### config.mk
export PLATFORM = sky130hd
export DESIGN_NAME = longmultiplier
export DESIGN_NICKNAME = d
export VERILOG_FILES = /design/src/rtl/longmultiplier_pkg.sv /design/src/rtl/longmultiplier_shiftlne.sv /design/src/rtl/longmultiplier_shiftrne.sv /design/src/rtl/longmultiplier.sv
export SDC_FILE = /design/constraint.sdc
export NUM_CORES = 1
export LEC_CHECK = 0
export CORE_MARGIN = 2
export CORE_UTILIZATION = 39
export CTS_BUF_LIST = sky130_fd_sc_hd__clkbuf_4 sky130_fd_sc_hd__clkbuf_8
export DETAILED_ROUTE_END_ITERATION = 10
export PLACE_DENSITY = 0.58
export SYNTH_ARGS = -nofsm -noshare
export SYNTH_HDL_FRONTEND = slang
export SYNTH_SLANG_ARGS = --single-unit
### constraint.sdc
create_clock -name Clock -period 2.9 [get_ports Clock]
set_clock_uncertainty 0.2 [all_clocks]
set_input_delay 0.725 -clock Clock [delete_from_list [all_inputs] [get_ports Clock]]
set_output_delay 0.725 -clock Clock [all_outputs]
set_load 0.005 [all_outputs]
### src/rtl/longmultiplier_pkg.sv
// longmultiplier_pkg: FSM state encoding and default widths shared with the long divider.
package longmultiplier_pkg;
  typedef enum logic [1:0] {S1 = 2'b00, S2 = 2'b01, S3 = 2'b10} state_t;
  localparam int N_DEF = 8;
  localparam int LOGN_DEF = 3;
endpackage

### src/rtl/longmultiplier_shiftlne.sv
// shiftlne: left shift register with parallel load L, shift enable E and serial input w.
module shiftlne #(
  parameter int n = 16
) (
  input  logic         Clock,
  input  logic         Reset,
  input  logic [n-1:0] R,
  input  logic         L,
  input  logic         E,
  input  logic         w,
  output logic [n-1:0] Q
);
  always_ff @(posedge Clock)
    if (Reset) Q <= '0;
    else if (L) Q <= R;
    else if (E) Q <= {Q[n-2:0], w};
endmodule

### src/rtl/longmultiplier_shiftrne.sv
// shiftrne: right shift register with parallel load L, shift enable E and serial input w.
module shiftrne #(
  parameter int n = 8
) (
  input  logic         Clock,
  input  logic         Reset,
  input  logic [n-1:0] R,
  input  logic         L,
  input  logic         E,
  input  logic         w,
  output logic [n-1:0] Q
);
  always_ff @(posedge Clock)
    if (Reset) Q <= '0;
    else if (L) Q <= R;
    else if (E) Q <= {w, Q[n-1:1]};
endmodule

### src/rtl/longmultiplier.sv
// longmultiplier: shift-and-add unit computing P = A*B + C in n cycles with start/Done handshake.
module longmultiplier
  import longmultiplier_pkg::*;
#(
  parameter int n    = N_DEF,
  parameter int logn = LOGN_DEF
) (
  input  logic           Clock,
  input  logic           Reset,
  input  logic           s,
  input  logic           LA,
  input  logic           EB,
  input  logic [n-1:0]   DataA,
  input  logic [n-1:0]   DataB,
  input  logic [n-1:0]   DataC,
  output logic [2*n-1:0] P,
  output logic           Done
);
  state_t state_q, state_d;
  logic [n-1:0] a, b_q;
  logic [2*n-1:0] bx, p_q, p_d;
  logic [logn-1:0] cnt_q, cnt_d;
  logic idle, run;
  assign idle = state_q == S1;
  assign run  = state_q == S2;
  assign Done = state_q == S3;
  assign P    = p_q;
  always_comb begin
    state_d = S1;
    case (state_q)
      S1:      state_d = s ? S2 : S1;
      S2:      state_d = (cnt_q == '0) ? S3 : S2;
      S3:      state_d = s ? S3 : S1;
      default: state_d = S1;
    endcase
    cnt_d = idle ? logn'(n - 1) : run ? cnt_q - 1'b1 : cnt_q;
    p_d   = idle ? {{n{1'b0}}, DataC} : (run && a[0]) ? p_q + bx : p_q;
  end
  always_ff @(posedge Clock)
    if (Reset) begin
      state_q <= S1;
      p_q     <= '0;
      b_q     <= '0;
      cnt_q   <= '0;
    end else begin
      state_q <= state_d;
      p_q     <= p_d;
      cnt_q   <= cnt_d;
      if (idle && EB) b_q <= DataB;
    end
  shiftrne #(.n(n)) u_a (
    .Clock(Clock), .Reset(Reset), .R(DataA), .L(idle & LA), .E(run), .w(1'b0), .Q(a)
  );
  // Bx takes DataB directly when EB coincides with the start edge, so the new B is used
  shiftlne #(.n(2 * n)) u_bx (
    .Clock(Clock), .Reset(Reset), .R({{n{1'b0}}, EB ? DataB : b_q}), .L(idle), .E(run),
    .w(1'b0), .Q(bx)
  );
endmodule

# == After elaboration in Yosys (flattened, before gate mapping) ==
# Cells that the tools add are included.
# word_totals
latch_bits,0
reg_bits,53
elab_cells,34
romBits,0
ram_bits,0
n_memories,0
inputBits,29
# op_classes
n_eq_ne,2
magnitude_cmp,0
bitwise,1
n_div,0
n_mul,0
addsub,2
n_mux,13
n_reduce_logical,8
shifts,0
# ops
op,count
$mux 8,7
$add 16x16->16,1
$mux 3,2
$pmux 2 s3,1
$reduce_bool 2->1,3
$mux 2,2
$logic_not 3->1,1
$sub 3x1->3 const B,1
$eq 2x1->1 const B,1
$eq 2x2->1 const B,1
$logic_and 1x1->1,2
$logic_not 2->1,1
$reduce_or 2->1,1
$and 1x1->1,1
$mux 1,1

# == Longest topological paths before layout ==
# depth
ltp_word,4
mapped_depth,9
mapped_depth_nobuf,8

# == Cells and area by module ==
# Synthesis repeated with hierarchy kept, for this count alone.
# hier_totals
hier_cells,349
area_unflattened_um2,3146.8
# modules_own_cells
mod,seq_area_each_um2,instances,cells_per_inst,area_each_um2
longmultiplier,580.6,1,243,1971.9
shiftlne,320.3,1,71,805.8
shiftrne,160.2,1,35,369.1

# == Worst setup path before layout ==
# No wires, ideal clock.
# synth_timing
path_kind,register to register
start,register p_q[0] (netlist: P[0])
end,register p_q[12] (netlist: P[12])
setup_slack_ns,0.699
required_time_ns,2.560
n_path_buf,0
period_less_slack_ns,2.201
setup_time_ns,0.140
path_stages_with_launch,9
arrival_time_ns,1.861
cell_sequence,dfxtp_1 ha_1 fa_1 a21o_1 nand3_1 a31oi_1 o221ai_1 mux2i_1 o311ai_0
# synth_via
elab_chain_len,1
# synth_lines
item,line_no,source
"start, declared",longmultiplier.sv:21,"logic [2*n-1:0] bx, p_q, p_d;"
"start signal, assigned",longmultiplier.sv:47,p_q <= p_d;
$add 16x16->16,longmultiplier.sv:37,"p_d = idle ? {{n{1'b0}}, DataC} : (run && a[0]) ? p_q + bx : p_q;"
# Every way passes these cells.
# A chain may end at the register's enable or synchronous reset.

# == Final worst setup path ==
# layout_timing
start,register state_q[1]
end,output Done
# layout_via
elab_chain_len,1
# layout_lines
item,line_no,source
"start, declared",longmultiplier.sv:19,"state_t state_q, state_d;"
"start signal, assigned",longmultiplier.sv:46,state_q <= state_d;
$eq 2x2->1,longmultiplier.sv:26,assign Done = state_q == S3;
"end, declared",longmultiplier.sv:17,output logic Done
# Every way passes these cells.

==> results.cfg <==
[clock_network]
cts_max_level = 2
cts_setup_buffers = 0
cts_made_buffers = 5
clockBufferDepth = 2
clockRootBuffer = clkbuf_8
insertion_delay_ns = 0.31
clock-sinks = 53
clkTransAtPathRegs_ns = 0.10
postCtsHoldBufs = 0
cts_resized = 0
cts_tree = built

[layout]
nNetsFinal = 469
regArea_um2 = 1060
utilization_pct = 49.4
layoutNonFillerInstCount = 522
multi_input_area_um2 = 1760
drive_gt1_share_pct = 5.67
fillers = 756
area_growth_pct = 22.2
diodes = 0

[worst_setup_path]
start_kind = register
worstPathArrival_ns = 1.67
critical_path_class = register to output port
crit_required_ns = 1.98
worst_setup_path_end_kind = output port
crit_fanout = 11

[sta]
fin_tns_setup_ns = 0
rsz0062_at_grt = no
setup_viol = 0
final.setup.worst_slack_ns = 0.304
hold_ws_ns = 0.258
min_period_over_period_pct = 89.5
timing.fmax_ghz = 0.385
drv_slew = 0
max_slew_margin_pct = 57.3
hold_viol = 0
period_needed_ns = 2.60
tightest_slew_ns = 0.640

[route]
wl_met2_um = 3170
ant_nets = 0
vias = 2706
drtIter0Drc = 63
wl_met1_um = 3780
top_layer_used = met4
wl_per_cell_um = 13.8
wl_um = 7220
dr.pass1.iters = 6
wl_met3_um = 193
drc_errors = 0
viasPerCell = 5.18

[power]
powerDensity_nw_per_um2 = 435
p_leak_nw = 1.47
peakVddDrop_v = 0.000217

[place]
preCtsSetupSlack_ns = 0.265
dp_hpwl_um = 5430
placed_cells = 514
gp_congestion = 0.893
port_buffers = 45

[logic_synthesis]
yosys-top-cells-count = a21oi_1, nor2_1, nand2_1
yosysWarnings = 0
synth_top_cell_by_area = dfxtp_1
synth.distinct_cells = 46
synth_area_per_cell_um2 = 7.72
syn_nets = 427
async_reset_ff_share_pct = 0
synthFlopType = dfxtp_1
yosysSeqAreaShare_pct = 36.2
synth_area_um2 = 2930
synthCells = 380
yosys_register_bits = 53
synth_area_leaders = dfxtp_1, a21oi_1, nor2_1, ha_1, nand2_1
synth_edf_count = 0
synth_top_area_share_pct = 36.2
post-synth-top-count-cell = a21oi_1

[floorplanning]
fp.dieH_um = 90.7
io_pins = 46
row_count = 31
core_area_um2 = 7250
die_area_um2 = 8230
die-width_um = 90.7
initial_core_util_pct = 40.5

[grt]
grt_pass1_wl_um = 12400
grt_remaining_overflow = 0
first_global_vias = 2564
antenna_found_initial = 0
grt.total_usage_pct = 18.3
grt_max_degree = 43

[worst_hold_path]
hp-class = register to register

[status]
status = completed

[flow_run]
cap_viol_max_count = 0
final timing paths:
path	start	endpoint	slack, ns	cells after the start
setup / recovery	state_q[1]$_SDFF_PP0_	Done	0.30	3
hold / removal	b_q[2]$_SDFFE_PP0P_	b_q[2]$_SDFFE_PP0P_	0.26	2
setup reg to reg	P[0]$_SDFFE_PP0P_	P[12]$_SDFFE_PP0P_	0.49	8
hold reg to reg	b_q[2]$_SDFFE_PP0P_	b_q[2]$_SDFFE_PP0P_	0.26	2
metrics by stage:
step | cell area, um2 | total power, mW
final | 3590 | 1.56
after global routing | 3590 | 1.65
after CTS | 3590 | 1.58
after detailed placement | 3500 | 1.13
after global placement | 3500 | 1.13
after floorplan | 2930 | 1.01
critical path, cell delays in order, from the launching register on:
cell and delay, ns:
dfxtp_1 0.58, inv_1 0.10, nor2_1 0.16, clkdlybuf4s50_1 0.53
layout by cell type, fill, tap and decap left out, types with 4 or more instances in the layout:
cell type	netlist	routed
nand2_1	56	56
buf_4	0	10
ha_1	17	17
o21ai_0	10	10
nand2b_1	4	4
a21o_1	5	5
a211oi_1	5	5
inv_1	7	7
o211ai_1	4	4
clkdlybuf4s50_1	0	45
nand3_1	7	7
and3_1	5	5
dfxtp_1	53	53
clkbuf_8	0	5
xor2_1	5	5
a21oi_1	65	65
mux2i_1	10	10
a22oi_1	8	8
nor2_1	58	58
sequential cells by signal, indices dropped and copies added, names as in the netlist:
register,count
u_a.Q,8
b_q,8
u_bx.Q,16
cnt_q,3
P,16
state_q,2
where the power goes:
part | total [mW] | switching (mW) | internal (mW)
Clock | 0.443 | 0.261 | 0.182
Sequential | 0.810 | 0.0399 | 0.770
Combinational | 0.305 | 0.157 | 0.148
Total | 1.56 | 0.458 | 1.10
kinds of logic after synthesis:
logic type / count (synthesis) / share of synthesized area [%]
and+or+nand+nor: 148 / 22.3
AOI/OAI and AO/OA: 116 / 23.9
DFF: 53 / 36.2
buffers and inverters: 27 / 3.88
adders and majority gates: 18 / 7.93
muxes: 10 / 3.41
xor gates and xnor gates: 8 / 2.39
layout make-up:
type,count,area share (%)
timing repair buffer,55,14.7
clock buffer,6,2.13
clock inverter,2,0.384
sequential,53,29.6
multi-input combinational,300,49.1
inverter,7,0.733
tap,99,3.45
per-layer routing:
layer | global-route usage (%) | up-vias
met2 | 29.0 | 43
li1 | - | 1425
met1 | 25.7 | 1229
met5 | 0 | -
met3 | 3.01 | 9
met4 | 4.62 | 0
Power figures use the tool's default switching activity.
